`config.mk`:
```
export PLATFORM = sky130hd
export DESIGN_NAME = accum_bank
export DESIGN_NICKNAME = d
export VERILOG_FILES = /design/src/rtl/accum_bank_pkg.sv /design/src/rtl/accum_sat_add.sv /design/src/rtl/accum_bank.sv
export SDC_FILE = /design/constraint.sdc
export NUM_CORES = 1
export LEC_CHECK = 0
export BUFFER_PORTS_ARGS = -buffer_cell sky130_fd_sc_hd__buf_2
export CAP_MARGIN = 25
export CORE_MARGIN = 2
export CORE_UTILIZATION = 58
export CTS_CLUSTER_SIZE = 8
export DETAILED_ROUTE_END_ITERATION = 8
export PLACE_DENSITY = 0.77
export RECOVER_POWER = 100
export SYNTH_ARGS = -nofsm -noshare
export SYNTH_HDL_FRONTEND = slang
export SYNTH_HIERARCHICAL = 1
export SYNTH_SLANG_ARGS = --single-unit
```
`constraint.sdc`:
```
create_clock -name i_CLK -period 3.1 [get_ports i_CLK]
set_clock_uncertainty 0.1 [all_clocks]
set_input_delay 0.62 -clock i_CLK [delete_from_list [all_inputs] [get_ports i_CLK]]
set_output_delay 0.62 -clock i_CLK [all_outputs]
set_load 0.005 [all_outputs]
```
`src/rtl/accum_bank_pkg.sv`:
```
// accum_bank_pkg: shared types and helpers for the accumulator bank.
//   state_e     - readout FSM state (ACCUM, DUMP)
//   chan_width  - bit width of a channel index for a given channel count
package accum_bank_pkg;

  typedef enum logic [0:0] {
    ACCUM = 1'b0,
    DUMP  = 1'b1
  } state_e;

  // Never narrower than one bit so a port declared with it stays legal.
  function automatic int unsigned chan_width(input int unsigned n);
    return (n <= 2) ? 1 : $clog2(n);
  endfunction

endpackage

```
`src/rtl/accum_sat_add.sv`:
```
// accum_sat_add: combinational accumulator adder.
// Adds a zero-extended unsigned summand to an accumulator value.
// Build option: ACCUM_BANK_SAT_EN clamps an overflowing sum to all-ones;
// without it the sum wraps modulo 2^p_ACC_WIDTH. carry is identical in both builds.
// Ports:
//   acc     in  p_ACC_WIDTH   current accumulator value
//   summand in  p_DATA_WIDTH  unsigned summand
//   sum     out p_ACC_WIDTH   new accumulator value
//   carry   out 1             carry out of the p_ACC_WIDTH addition
module accum_sat_add #(
  parameter int unsigned p_DATA_WIDTH = 8,
  parameter int unsigned p_ACC_WIDTH  = 16
) (
  input  logic [p_ACC_WIDTH-1:0]  acc,
  input  logic [p_DATA_WIDTH-1:0] summand,
  output logic [p_ACC_WIDTH-1:0]  sum,
  output logic                    carry
);

  logic [p_ACC_WIDTH:0] full;

  assign full  = {1'b0, acc} + {{(p_ACC_WIDTH + 1 - p_DATA_WIDTH){1'b0}}, summand};
  assign carry = full[p_ACC_WIDTH];

`ifdef ACCUM_BANK_SAT_EN
  assign sum = carry ? {p_ACC_WIDTH{1'b1}} : full[p_ACC_WIDTH-1:0];
`else
  assign sum = full[p_ACC_WIDTH-1:0];
`endif

endmodule

```
`src/rtl/accum_bank.sv`:
```
// accum_bank: bank of p_CHANNELS independent unsigned accumulators with
// sticky overflow flags and a sequential, handshaked readout.
// In ACCUM the bank accepts summands (one per cycle, shared adder). i_DUMP
// moves to DUMP, where channels 0..p_CHANNELS-1 are presented on registered
// outputs; each handshake clears the presented channel.
// Build option: ACCUM_BANK_SAT_EN selects saturating instead of wrapping adds.
// Ports:
//   i_CLK, i_RST_N   clock (rising edge), asynchronous active-low reset
//   i_CLR            synchronous clear of all channels, aborts readout
//   i_VALID/o_READY  summand handshake; i_CHAN, i_SUMMAND carry the summand
//   i_DUMP           start readout
//   o_VALID/i_READY  readout handshake; o_CHAN, o_ACCUMULATION, o_OVERFLOW
//   o_BUSY           readout in progress
module accum_bank
  import accum_bank_pkg::*;
#(
  parameter int unsigned p_DATA_WIDTH = 8,
  parameter int unsigned p_ACC_WIDTH  = 16,
  parameter int unsigned p_CHANNELS   = 4
) (
  input  logic                                   i_CLK,
  input  logic                                   i_RST_N,
  input  logic                                   i_CLR,
  input  logic                                   i_VALID,
  output logic                                   o_READY,
  input  logic [chan_width(p_CHANNELS)-1:0]      i_CHAN,
  input  logic [p_DATA_WIDTH-1:0]                i_SUMMAND,
  input  logic                                   i_DUMP,
  output logic                                   o_VALID,
  input  logic                                   i_READY,
  output logic [chan_width(p_CHANNELS)-1:0]      o_CHAN,
  output logic [p_ACC_WIDTH-1:0]                 o_ACCUMULATION,
  output logic                                   o_OVERFLOW,
  output logic                                   o_BUSY
);

  localparam int unsigned CW = chan_width(p_CHANNELS);
  localparam logic [CW-1:0] LastChan = CW'(p_CHANNELS - 1);

  state_e                 state_q, state_d;
  logic [p_ACC_WIDTH-1:0] acc_q [p_CHANNELS];
  logic [p_ACC_WIDTH-1:0] acc_d [p_CHANNELS];
  logic [p_CHANNELS-1:0]  ovf_q, ovf_d;
  logic                   valid_q, valid_d;
  logic [CW-1:0]          chan_q, chan_d;
  logic [p_ACC_WIDTH-1:0] word_q, word_d;
  logic                   wovf_q, wovf_d;

  logic [p_ACC_WIDTH-1:0] sel_acc;
  logic [p_ACC_WIDTH-1:0] add_sum;
  logic                   add_carry;
  logic [CW-1:0]          rd_idx;
  logic [p_ACC_WIDTH-1:0] rd_acc;
  logic                   rd_ovf;

  // Operand select for the shared adder; an out-of-range channel reads 0
  // and is never written back.
  always_comb begin
    sel_acc = '0;
    for (int i = 0; i < int'(p_CHANNELS); i++) begin
      if (i_CHAN == CW'(i)) sel_acc = acc_q[i];
    end
  end

  accum_sat_add #(
    .p_DATA_WIDTH (p_DATA_WIDTH),
    .p_ACC_WIDTH  (p_ACC_WIDTH)
  ) u_add (
    .acc     (sel_acc),
    .summand (i_SUMMAND),
    .sum     (add_sum),
    .carry   (add_carry)
  );

  // Channel to load into the output registers: 0 on the first DUMP cycle,
  // otherwise the one after the word being presented.
  assign rd_idx = valid_q ? (chan_q + CW'(1)) : '0;

  always_comb begin
    rd_acc = '0;
    rd_ovf = 1'b0;
    for (int i = 0; i < int'(p_CHANNELS); i++) begin
      if (rd_idx == CW'(i)) begin
        rd_acc = acc_q[i];
        rd_ovf = ovf_q[i];
      end
    end
  end

  always_comb begin
    state_d = state_q;
    acc_d   = acc_q;
    ovf_d   = ovf_q;
    valid_d = valid_q;
    chan_d  = chan_q;
    word_d  = word_q;
    wovf_d  = wovf_q;

    if (i_CLR) begin
      for (int i = 0; i < int'(p_CHANNELS); i++) acc_d[i] = '0;
      ovf_d   = '0;
      state_d = ACCUM;
      valid_d = 1'b0;
    end else begin
      unique case (state_q)
        ACCUM: begin
          if (i_VALID) begin
            for (int i = 0; i < int'(p_CHANNELS); i++) begin
              if (i_CHAN == CW'(i)) begin
                acc_d[i] = add_sum;
                if (add_carry) ovf_d[i] = 1'b1;
              end
            end
          end
          if (i_DUMP) state_d = DUMP;
        end
        DUMP: begin
          if (!valid_q) begin
            valid_d = 1'b1;
            chan_d  = '0;
            word_d  = rd_acc;
            wovf_d  = rd_ovf;
          end else if (i_READY) begin
            for (int i = 0; i < int'(p_CHANNELS); i++) begin
              if (chan_q == CW'(i)) begin
                acc_d[i] = '0;
                ovf_d[i] = 1'b0;
              end
            end
            if (chan_q == LastChan) begin
              valid_d = 1'b0;
              state_d = ACCUM;
            end else begin
              chan_d = rd_idx;
              word_d = rd_acc;
              wovf_d = rd_ovf;
            end
          end
        end
        default: state_d = ACCUM;
      endcase
    end
  end

  always_ff @(posedge i_CLK or negedge i_RST_N) begin
    if (!i_RST_N) begin
      state_q <= ACCUM;
      for (int i = 0; i < int'(p_CHANNELS); i++) acc_q[i] <= '0;
      ovf_q   <= '0;
      valid_q <= 1'b0;
      chan_q  <= '0;
      word_q  <= '0;
      wovf_q  <= 1'b0;
    end else begin
      state_q <= state_d;
      acc_q   <= acc_d;
      ovf_q   <= ovf_d;
      valid_q <= valid_d;
      chan_q  <= chan_d;
      word_q  <= word_d;
      wovf_q  <= wovf_d;
    end
  end

  assign o_READY        = (state_q == ACCUM);
  assign o_BUSY         = (state_q == DUMP);
  assign o_VALID        = valid_q;
  assign o_CHAN         = chan_q;
  assign o_ACCUMULATION = word_q;
  assign o_OVERFLOW     = wovf_q;

endmodule

```
==> flow_metrics.tcl <==
set metrics [dict create \
    status "complete, no violations" \
    p_int_w 0.00210 \
    synth_top_cell_by_area "dfrtp_1" \
    fmax_ghz 0.346 \
    seq_power_share 0.439 \
    grt_pass1_vias 4066 \
    wl_per_cell_microns 19.6 \
    antenna_found_initial 0 \
    viasPerCell 6.49 \
    hpwl_microns 8800 \
    met1_usage 0.373 \
    gp_congestion 0.918 \
    pre_cts_slack_ns -0.173 \
    cts_tree "built" \
    swShare 0.311 \
    synth_cell_types 58 \
    track_usage 0.273 \
    rsz0062_at_grt "false" \
    slowest_delay_ns 0.50 \
    seqCellArea_sq_mm 0.00223 \
    relSlewSlack 0.0616 \
    power_switching_w 0.000946 \
    synth_area_leaders "dfrtp_1, mux4_2, nand2_1" \
    r2r_cells 9 \
    grt_max_degree 51 \
    wl_microns 12300 \
    nets 548 \
    timing.hold.ws_ns 0.347 \
    start_util 0.604 \
    reg2reg_from "acc_q[0]" \
    rows 33 \
    diodes 0 \
    insertion_delay_ns 0.37 \
    vdd_drop_max_uv 297 \
    cts_buffer_depth 2 \
    die_w_microns 96.8 \
    post_cts.repair.setup_buffers 0 \
    setup_violations 0 \
    grt_pass1_wl_microns 20500 \
    drv_cap 0 \
    portBuffers 37 \
    drt_iter0_drc 359 \
    r2r-end "acc_q[56]" \
    yosysTopAreaCellShare 0.446 \
    synthCells 472 \
    syn_to_final_growth_pct 11.8 \
    synth_common_cells "dfrtp_1, nand2_1, o21ai_0" \
    hold_buffers 0 \
    crit_path_start_kind "input port" \
    multi_input_area_sq_mm 0.00250 \
    cp_max_fo 9 \
    drt-pass1-iter-count 6 \
    synth_nets 501 \
    seq_area_frac_synth 0.446 \
    power.clock.fraction 0.328 \
    r2r_slack_ns 0.27 \
    hp-start "i_DUMP" \
    ant_nets 0 \
    worstMarginPinSlew_ns 1.41 \
    die_h_microns 96.8 \
    clock_sinks 89 \
    synth_area_sq_mm 0.00499 \
    crit_arrival_ns 3.06 \
    overflow 0 \
    power_density_mw_per_mm2 546 \
    top_usage_layer "met2" \
    vias 4085 \
    cts_max_level 3 \
    fin_crit_sh 0.932 \
    fillers 651 \
    path_class "in -> reg" \
    crit_path_cell_trace "buf_2 -> buf_12 -> mux4_2 -> ha_1 -> o21ai_0 -> o211ai_2 -> nand2_1 -> nor2_1 -> a21oi_2 -> a311oi_1" \
    num_io_pins 38 \
    grt.met2_usage 0.435 \
    fin_ws_ns 0.212 \
    min_path_type "in -> reg" \
    cp_data_required_time_ns 3.27 \
    crit_end "ovf_q[1]" \
    drive_above_1_share 0.206 \
    synth-main-ff-cell "dfrtp_1" \
    power.leakage_nw 2.48 \
    final_max_slew_viol_count 0 \
    final_hold_viol_count 0 \
    crit_path_top_delay_cell "mux4_2" \
    ys_seq_elements 89 \
    crit_start "i_CHAN[0]" \
    min_period_ns 2.89 \
    combPwrFrac 0.233 \
    synth_warnings 6 \
    power_w 0.00305 \
    core_area_sq_mm 0.00826 \
    synth-edff-count 0 \
    cts.clk_slew.worst_paths_ns 0.09 \
    drcViolationCount 0 \
    async_flop_share 1.00 \
    cts_resized 0 \
    globalRouteMet3Util 0.0513 \
    synth_area_per_cell_sq_um 10.6 \
    cts_root_buf "clkbuf_8" \
    endpoint_kind "flop" \
    cts_buffers 9 \
    die_area_sq_mm 0.00936 \
]
==> cells in the final DEF, fill, tap and decap left out, types with 9 or more instances in the layout <==
master	Yosys	layout
nand2_1	89	89
dfrtp_1	89	89
o21ai_0	55	58
buf_2	12	31
buf_4	2	26
a22o_1	17	17
mux4_2	16	16
a32o_1	16	16
mux2i_1	15	15
o221ai_1	14	14
ha_1	12	12
a21oi_1	10	10
inv_1	9	9
clkbuf_8	0	9
==> cells by family (layout without fill, tap and decap cells) <==
| kind of cell | count (synthesis) | in the layout | share of synthesized area |
|---|---|---|---|
| AOI/OAI and AO/OA | 154 | 154 | 0.233 |
| and+or+nand+nor | 133 | 133 | 0.122 |
| DFF | 89 | 89 | 0.446 |
| buffers and inverters | 42 | 94 | 0.0441 |
| muxes | 31 | 31 | 0.102 |
| adders and majority gates | 13 | 13 | 0.0341 |
| xor gates and xnor gates | 10 | 10 | 0.0176 |
==> sequential cells by signal, indices dropped and copies added (netlist names) <==
| signal | count |
|---|---|
| acc_q | 64 |
| o_OVERFLOW | 1 |
| o_ACCUMULATION | 16 |
| o_BUSY | 1 |
| o_VALID | 1 |
| ovf_q | 4 |
| o_CHAN | 2 |
==> critical path: cells and delay by family <==
family | cells | cell delay [ns]
multiplexers | 1 | 0.50
adder cells (fa/ha/maj) | 1 | 0.36
AND/OR/NAND/NOR | 2 | 0.44
AO/OA/AOI/OAI | 4 | 0.80
buffers and inverters | 2 | 0.32
==> metrics by stage <==
step           instances   util  area (sq um)  TNS (ns)
3_3_place_gp         611  0.651          5380    -0.906
3_5_place_dp         613  0.655          5410     -2.78
4_1_cts              629  0.685          5660         0
5_1_grt              629  0.675          5580         0
6_report             629  0.675          5580         0
2_1_floorplan        472      -          5000         0
==> final cells by class <==
class / count / share of cell area
inverter: 9 / 0.00606
multi-input combinational: 341 / 0.448
clock inverter: 7 / 0.0224
timing repair buffer: 69 / 0.0785
clock buffer: 9 / 0.0222
tap: 105 / 0.0236
sequential: 89 / 0.399
==> layer usage <==
layer  share of wire  up-vias
met1            0.42     2005
met4           0.021        0
met5               0        -
li1                -     1867
met3           0.080       30
met2            0.48      183
==> worst min-delay path by stage <==
stage / to / cells after the start
2_1_floorplan: acc_q[0] / 0
5_1_grt: o_BUSY / 2
4_1_cts: o_CHAN[0] / 1
3_3_place_gp: o_ACCUMULATION[6] / 2
6_report: o_BUSY / 2
3_5_place_dp: o_ACCUMULATION[14] / 2
==> power groups by stage <==
stage,Clock (W),Sequential [W],Combinational (W)
after floorplan,0,0.00134,0.000465
after global placement,0,0.00135,0.000695
after detailed placement,0,0.00136,0.000722
after CTS,0.00100,0.00134,0.000727
after global routing,0.00106,0.00135,0.000774
final,0.000998,0.00134,0.000709
(Power assumes the default switching activity.)
